--- src/rtl/riscv_pkg.sv ---
// ============================================================================
// Module      : riscv_pkg
// Description : Shared RV32 opcode constants, forwarding selects and the
//               ID/EX state encoding.
// Revision    : 1.0 - initial release
// ============================================================================
`default_nettype none

package riscv_pkg;

    localparam logic [6:0] OP_IMM = 7'b0010011;
    localparam logic [6:0] LOAD   = 7'b0000011;
    localparam logic [6:0] STORE  = 7'b0100011;
    localparam logic [6:0] LUI    = 7'b0110111;
    localparam logic [6:0] JAL    = 7'b1101111;
    localparam logic [6:0] OP     = 7'b0110011;

    typedef enum logic [1:0] {
        REGISTER = 2'd0,
        ALU_1    = 2'd1,
        ALU_2    = 2'd2,
        MEM      = 2'd3
    } fwd_src_t;

    typedef enum logic [0:0] {
        RUN    = 1'b0,
        BUBBLE = 1'b1
    } state_t;

    // Opcodes whose second ALU operand is the immediate rather than rs2.
    function automatic logic uses_imm(input logic [6:0] opcode);
        return (opcode == OP_IMM) || (opcode == LOAD) || (opcode == STORE) ||
               (opcode == LUI)    || (opcode == JAL);
    endfunction

    // After a bubble the ALU producer has moved to MEM, so alu_1 becomes mem.
    function automatic fwd_src_t remap_src(input fwd_src_t src);
        return (src == ALU_1) ? MEM : src;
    endfunction

endpackage

`default_nettype wire

--- src/rtl/id_ex_operand_stage_operand_mux.sv ---
// ============================================================================
// Module      : operand_mux
// Description : 4:1 forwarding mux selecting one EX operand source.
// Revision    : 1.0 - initial release
// ============================================================================
`default_nettype none

module operand_mux
    import riscv_pkg::*;
#(
    parameter int XLEN = 32
) (
    input  fwd_src_t          sel,
    input  logic [XLEN-1:0]   reg_data,
    input  logic [XLEN-1:0]   alu_1_data,
    input  logic [XLEN-1:0]   alu_2_data,
    input  logic [XLEN-1:0]   mem_data,
    output logic [XLEN-1:0]   data
);

    always_comb begin
        data = reg_data;
        case (sel)
            ALU_1:   data = alu_1_data;
            ALU_2:   data = alu_2_data;
            MEM:     data = mem_data;
            default: data = reg_data;
        endcase
    end

endmodule

`default_nettype wire

--- src/rtl/id_ex_operand_stage.sv ---
// ============================================================================
// Module      : id_ex_operand_stage
// Description : ID/EX register with operand forwarding, load-use bubble
//               insertion and branch flush.
// Revision    : 1.0 - initial release
// ============================================================================
`default_nettype none

module id_ex_operand_stage
    import riscv_pkg::*;
#(
    parameter int XLEN  = 32,
    parameter int REG_W = 5,
    parameter int CNT_W = 16
) (
    input  logic              clk,
    input  logic              reset_n,
    input  logic              flush,
    input  logic              id_valid,
    input  logic [XLEN-1:0]   id_pc,
    input  logic [6:0]        id_opcode,
    input  logic [REG_W-1:0]  id_rd,
    input  logic [XLEN-1:0]   id_rs1_data,
    input  logic [XLEN-1:0]   id_rs2_data,
    input  logic [XLEN-1:0]   id_imm,
    input  logic [1:0]        rs1_src,
    input  logic [1:0]        rs2_src,
    input  logic              busy,
    input  logic              invalid,
    input  logic [XLEN-1:0]   alu_1_result,
    input  logic [XLEN-1:0]   alu_2_result,
    input  logic [XLEN-1:0]   mem_data,
    output logic              ex_valid,
    output logic [XLEN-1:0]   ex_pc,
    output logic [6:0]        ex_opcode,
    output logic [REG_W-1:0]  ex_rd,
    output logic [XLEN-1:0]   ex_op_a,
    output logic [XLEN-1:0]   ex_op_b,
    output logic [XLEN-1:0]   ex_store_data,
    output logic              stall_if,
    output logic [CNT_W-1:0]  stall_cnt
);

    localparam logic [CNT_W-1:0] c_cnt_one = {{(CNT_W-1){1'b0}}, 1'b1};

    state_t             r_state;
    state_t             w_state_next;

    logic [XLEN-1:0]    r_hold_pc;
    logic [6:0]         r_hold_opcode;
    logic [REG_W-1:0]   r_hold_rd;
    logic [XLEN-1:0]    r_hold_rs1;
    logic [XLEN-1:0]    r_hold_rs2;
    logic [XLEN-1:0]    r_hold_imm;
    logic               r_hold_invalid;
    fwd_src_t           r_hold_rs1_src;
    fwd_src_t           r_hold_rs2_src;

    logic               w_bubble;
    logic               w_stall_start;
    logic [XLEN-1:0]    w_pc;
    logic [6:0]         w_opcode;
    logic [REG_W-1:0]   w_rd;
    logic [XLEN-1:0]    w_rs1;
    logic [XLEN-1:0]    w_rs2;
    logic [XLEN-1:0]    w_imm;
    logic               w_invalid;
    fwd_src_t           w_rs1_src;
    fwd_src_t           w_rs2_src;
    logic [XLEN-1:0]    w_rs1_fwd;
    logic [XLEN-1:0]    w_rs2_fwd;
    logic [XLEN-1:0]    w_op_a;
    logic [XLEN-1:0]    w_op_b;

    assign w_bubble      = (r_state == BUBBLE);
    assign w_stall_start = (r_state == RUN) && id_valid && busy && !flush;
    assign stall_if      = reset_n && w_stall_start;

    // During the bubble cycle the held copy replaces the live ID fields.
    assign w_pc      = w_bubble ? r_hold_pc      : id_pc;
    assign w_opcode  = w_bubble ? r_hold_opcode  : id_opcode;
    assign w_rd      = w_bubble ? r_hold_rd      : id_rd;
    assign w_rs1     = w_bubble ? r_hold_rs1     : id_rs1_data;
    assign w_rs2     = w_bubble ? r_hold_rs2     : id_rs2_data;
    assign w_imm     = w_bubble ? r_hold_imm     : id_imm;
    assign w_invalid = w_bubble ? r_hold_invalid : invalid;
    assign w_rs1_src = w_bubble ? r_hold_rs1_src : fwd_src_t'(rs1_src);
    assign w_rs2_src = w_bubble ? r_hold_rs2_src : fwd_src_t'(rs2_src);

    operand_mux #(.XLEN(XLEN)) u_rs1_mux (
        .sel        (w_rs1_src),
        .reg_data   (w_rs1),
        .alu_1_data (alu_1_result),
        .alu_2_data (alu_2_result),
        .mem_data   (mem_data),
        .data       (w_rs1_fwd)
    );

    operand_mux #(.XLEN(XLEN)) u_rs2_mux (
        .sel        (w_rs2_src),
        .reg_data   (w_rs2),
        .alu_1_data (alu_1_result),
        .alu_2_data (alu_2_result),
        .mem_data   (mem_data),
        .data       (w_rs2_fwd)
    );

    always_comb begin
        w_op_a = w_rs1_fwd;
        if (w_opcode == LUI) begin
            w_op_a = '0;
        end else if (w_opcode == JAL) begin
            w_op_a = w_pc;
        end
        w_op_b = (uses_imm(w_opcode) || w_invalid) ? w_imm : w_rs2_fwd;
    end

    // A flush or a completed bubble always lands back in RUN.
    always_comb begin
        w_state_next = RUN;
        if (w_stall_start) begin
            w_state_next = BUBBLE;
        end
    end

    always_ff @(posedge clk or negedge reset_n) begin
        if (!reset_n) begin
            r_state        <= RUN;
            r_hold_pc      <= '0;
            r_hold_opcode  <= '0;
            r_hold_rd      <= '0;
            r_hold_rs1     <= '0;
            r_hold_rs2     <= '0;
            r_hold_imm     <= '0;
            r_hold_invalid <= 1'b0;
            r_hold_rs1_src <= REGISTER;
            r_hold_rs2_src <= REGISTER;
            ex_valid       <= 1'b0;
            ex_pc          <= '0;
            ex_opcode      <= '0;
            ex_rd          <= '0;
            ex_op_a        <= '0;
            ex_op_b        <= '0;
            ex_store_data  <= '0;
            stall_cnt      <= '0;
        end else begin
            r_state <= w_state_next;
            if (w_stall_start) begin
                ex_valid       <= 1'b0;
                r_hold_pc      <= id_pc;
                r_hold_opcode  <= id_opcode;
                r_hold_rd      <= id_rd;
                r_hold_rs1     <= id_rs1_data;
                r_hold_rs2     <= id_rs2_data;
                r_hold_imm     <= id_imm;
                r_hold_invalid <= invalid;
                r_hold_rs1_src <= remap_src(fwd_src_t'(rs1_src));
                r_hold_rs2_src <= remap_src(fwd_src_t'(rs2_src));
                if (stall_cnt != '1) begin
                    stall_cnt <= stall_cnt + c_cnt_one;
                end
            end else begin
                ex_valid      <= (w_bubble || id_valid) && !flush;
                ex_pc         <= w_pc;
                ex_opcode     <= w_opcode;
                ex_rd         <= w_rd;
                ex_op_a       <= w_op_a;
                ex_op_b       <= w_op_b;
                ex_store_data <= w_rs2_fwd;
            end
        end
    end

endmodule

`default_nettype wire
--- config.mk ---
export PLATFORM = sky130hd
export DESIGN_NAME = id_ex_operand_stage
export DESIGN_NICKNAME = d
export VERILOG_FILES = /design/src/rtl/riscv_pkg.sv /design/src/rtl/id_ex_operand_stage_operand_mux.sv /design/src/rtl/id_ex_operand_stage.sv
export SDC_FILE = /design/constraint.sdc
export NUM_CORES = 1
export LEC_CHECK = 0
export ABC_AREA = 0
export BUFFER_PORTS_ARGS = -buffer_cell sky130_fd_sc_hd__buf_2
export CAP_MARGIN = 25
export CORE_ASPECT_RATIO = 0.75
export CORE_MARGIN = 2
export CORE_UTILIZATION = 58
export DETAILED_ROUTE_END_ITERATION = 6
export HOLD_SLACK_MARGIN = 0.12
export PLACE_DENSITY = 0.9
export SLEW_MARGIN = 20
export SYNTH_ARGS = -nofsm -noshare
export SYNTH_HDL_FRONTEND = slang
export SYNTH_SLANG_ARGS = --single-unit
--- constraint.sdc ---
create_clock -name clk -period 6 [get_ports clk]
set_clock_uncertainty 0.2 [all_clocks]
set_input_delay 1.5 -clock clk [delete_from_list [all_inputs] [get_ports clk]]
set_output_delay 1.5 -clock clk [all_outputs]
set_load 0.02 [all_outputs]
* Yosys cells after proc, flatten, opt, wreduce, memory -nomap -nowiden
Index checks and enable logic that the tools add are counted.
Storage, ports and cells: logic and storage cells 65, output and inout bits 158, bits in registers 303
Operators by class: add/subtract/negate cells 1, muxes and demuxes 18, bitwise logic cells 1, reductions and logical operators 13, equal/unequal tests 14
Operator list (number):
- $mux 32 | 7
- $pmux 32 s3 | 2
- $add 16x1->16 const B | 1
- $ne 16x16->1 const B | 1
- $eq 7x6->1 const B | 2
- $eq 2x1->1 const B | 4
- $eq 2x2->1 const B | 4
- $mux 2 | 4
- $eq 7x2->1 const B | 1
- $eq 7x5->1 const B | 1
- $eq 7x7->1 const B | 1
- $mux 7 | 1
- $logic_or 1x1->1 | 6
- $logic_and 1x1->1 | 5
- $mux 5 | 1
- $mux 1 | 3
- $reduce_and 2->1 | 1
- $logic_not 1->1 | 1
- $not 1->1 | 1

* Longest topological paths before layout
depth in word-level cells 8, gate-level depth with buffers 10

* By module
Synthesis repeated with hierarchy kept, for this count alone.
Unflattened totals: cells, all modules 1512, area total of the unflattened synthesis 15202.1 µm²
By module, submodules not included:
- id_ex_operand_stage | times used 1, area each 13573.0 µm², cells an instance 1434
- operand_mux | times used 2, area each 814.5 µm², cells an instance 39

* Worst setup path after synthesis
Ideal clock, no wire load.
path kind input to output, start input port flush, end output port stall_if, stages on the path 6, buffers on the path 2, slack 1.625 ns, data required time 4.300 ns, data arrival time 2.675 ns, path through and3b_1 -> nand2_1 -> inv_1 -> buf_2 -> buf_1 -> and2_1
Between the ends: cells in the longest elaborated chain, start to end 3
Ends and longest elaborated chain:
- from (decl) | RTL line id_ex_operand_stage.sv:18 | input logic flush,
- $logic_not 1->1 | RTL line id_ex_operand_stage.sv:76 | assign w_stall_start = (r_state == RUN) && id_valid && busy && !flush;
- $logic_and 1x1->1 | RTL line id_ex_operand_stage.sv:76
- $logic_and 1x1->1 | RTL line id_ex_operand_stage.sv:77 | assign stall_if = reset_n && w_stall_start;
- to (decl) | RTL line id_ex_operand_stage.sv:40 | output logic stall_if,
No other way between the ends.

* Worst setup path after layout
start register r_state, end output port stall_if
Between the ends: cells in the longest elaborated chain, start to end 5
Ends and longest elaborated chain:
- from (decl) | RTL line id_ex_operand_stage.sv:46 | state_t r_state;
- from (signal assigned) | RTL line id_ex_operand_stage.sv:147 | r_state <= w_state_next;
- $not 1->1 | RTL line id_ex_operand_stage.sv:76
- $logic_and 1x1->1 (3 in a row) | RTL line id_ex_operand_stage.sv:76
- $logic_and 1x1->1 | RTL line id_ex_operand_stage.sv:77
No other way between the ends.

==> summary.txt <==
Outcome: complete, no violations
Final instance area: 19300 um^2
Initial drt markers: 1638
GR Util met1: 47.1%
Met2 Usage GRT: 61.0%
CP Data Required Time: 4300 ps
Syn nets: 2077
Synth async-reset ratio: 100%
DRT Pass-1 Iters: 6
CTS max path bufs: 3
Final hold slack: 269 ps
MaxCap Viol Count: 0
Setup ws final: 1180 ps
FILL cells: 2039
Core ar.: 27200 um^2
Layout Nets: 2393
CTS Root Cell: clkbuf_16
WL/cell: 22.1 um
Top-count cell post-synth: nand2_1
Main synth FF type: dfrtp_1
Peak VDD IR: 0.206 mV
Layout cells sized above 1: 23.5%
Non-Filler Instances: 2528
Post-synthesis sequential area ratio: 46.8%
Chip height: 149 um
Final hold violations: 0
Placed insts: 2464
Clock Sinks: 303
Placed Area: 18300 um^2
Congestion Overflow GR: 0
Initial Utilization: 59.5%
Routability Congestion: 0.914
Top post-synthesis cells by count: nand2_1 (544), dfrtp_1 (303), mux2i_1 (160)
Worst Setup SP: r_state
Final design utilization: 71.1%
Total track usage: 37.2%
Yosys cell types: 56
Power density over the cells: 303 nW/um^2
H-tree depth: 1
Mapped Area: 16200 um^2
Final period util: 80.4%
Setup CP Type: reg2out
Ys Warns: 0
Yosys reg bits: 303
I/O Buffers: 403
Leakage: 9.46 nW
Worst slew margin: 25.8%
Row count: 52
Finish-stage setup viols: 0
HP Start: ex_store_data[11]
Met3 Use GR: 8.55%
Layer with the highest usage: met2
Postcts setup bufs: 0
DIE WIDTH: 197 um
Final WL: 55.8 mm
Largest net degree at the start of global routing: 203
Worst slack at placement: 1250 ps
Worst Max-Slew Pin Slew: 1110 ps
WP data arrival: 3120 ps
Die area: 29300 um^2
Clk slew on worst S/H paths: 60 ps
# IOs: 404
Post-Syn Area per Cell: 8.85 um^2
Hold WC Path Type: reg2reg
Setup TNS: 0 ps
Drc violations: 0
Vias in the first global route: 15700
Num CTS Buffers: 30
RR Startpoint: r_state
Global-route wire length before repair: 85.5 mm
Setup crit start kind: register
Period minus WS final: 4820 ps
Post-route total power: 5.86 mW
Post-cts repair resize count: 0
RSZ-0062 raised after global routing: false
Maximum clock frequency: 207 MHz
Post-synth top area share: 46.8%
CTS tree: done
Initial antenna violation count: 18
DR vias/cell: 6.35
Hold_buf cts: 0
Synth top area cells: dfrtp_1 (47%), nand2_1 (13%), mux2i_1 (9.9%)
EDFF count, synth: 0
CP max FO: 91
Area leader, netlist: dfrtp_1
Clk_lat worst skew: 550 ps
Slew Limit Fails: 0
Post-DRT Antenna Nets: 0
DPL Wire Length: 38.4 mm
Post-Syn Instances: 1830
Vias after detailed routing: 16000
Layout area overhead: 19.4%
Worst Setup End Kind: output pin
[path summary, 6_finish.rpt]
path,end,slack (ps),cells after the start
max in group asynchronous,r_hold_rs1[26],3490,2
hold / removal,ex_store_data[11],270,2
setup reg to reg,ex_op_a[1],2100,7
min in group asynchronous,stall_cnt[14],720,1
setup / recovery,stall_if,1180,5
hold reg to reg,ex_store_data[11],270,2
[flip-flops by register name, summed over array words and instances (netlist names), 2 cells and up]
name / cells
r_hold_rs2_src: 2
r_hold_opcode: 7
ex_op_a: 32
r_hold_rs1: 32
r_hold_imm: 32
ex_store_data: 32
r_hold_pc: 32
ex_op_b: 32
stall_cnt: 16
r_hold_rs1_src: 2
ex_pc: 32
r_hold_rs2: 32
r_hold_rd: 5
ex_opcode: 7
ex_rd: 5
[kinds of logic after synthesis]
family                     share of synthesized area (%)
AOI/OAI and AO/OA                                   16.9
muxes                                               11.7
and+or+nand+nor                                     19.4
adders and majority gates                         0.0773
buffers and inverters                               4.38
xor gates and xnor gates                           0.595
DFF                                                 46.8
[layer usage]
metal	wire length, um	share of wire (%)
met2	26500	47
met3	5890	11
met1	20500	37
met5	105	0.19
met4	2810	5.0
[power breakdown]
part	internal (mW)	total [mW]	switching [mW]
sequential	2.36	2.60	0.234
clock	1.10	1.90	0.797
combinational	0.512	1.37	0.854
[placed cells by master, fill, tap and decap left out, drive strengths merged, types with 3 or more instances in the layout]
| cell | count |
|---|---|
| a211o | 7 |
| a211oi | 40 |
| a21oi | 95 |
| a221oi | 32 |
| a22o | 4 |
| a22oi | 15 |
| a311oi | 31 |
| a31oi | 5 |
| a32o | 22 |
| and2 | 3 |
| buf | 435 |
| clkbuf | 44 |
| dfrtp | 303 |
| diode | 15 |
| inv | 4 |
| mux2 | 19 |
| mux2i | 162 |
| nand2 | 544 |
| nand2b | 3 |
| nand3 | 40 |
| nand3b | 3 |
| nand4 | 4 |
| nor2 | 129 |
| nor2b | 35 |
| nor4 | 3 |
| o21ai | 63 |
| o22a | 32 |
| o22ai | 47 |
| xnor2 | 7 |
| xor2 | 4 |
[worst max-delay path, cell delays in order, from the launching register on]
cell	delay [ps]
dfrtp_4	490
inv_1	670
nand2_4	470
inv_8	520
and2_1	190
buf_2	160
[area by class of cell]
class | instances | area [um^2] | share of cell area, %
Sequential cell | 303 | 7590 | 39.3
Tap cell | 351 | 439 | 2.27
Multi-Input combinational cell | 1372 | 7950 | 41.1
Antenna cell | 15 | 37.5 | 0.194
Timing Repair Buffer | 435 | 2330 | 12.1
Clock inverter | 4 | 70.1 | 0.363
Clock buffer | 44 | 895 | 4.63
Inverter | 4 | 22.5 | 0.117
(Power assumes the default switching activity.)
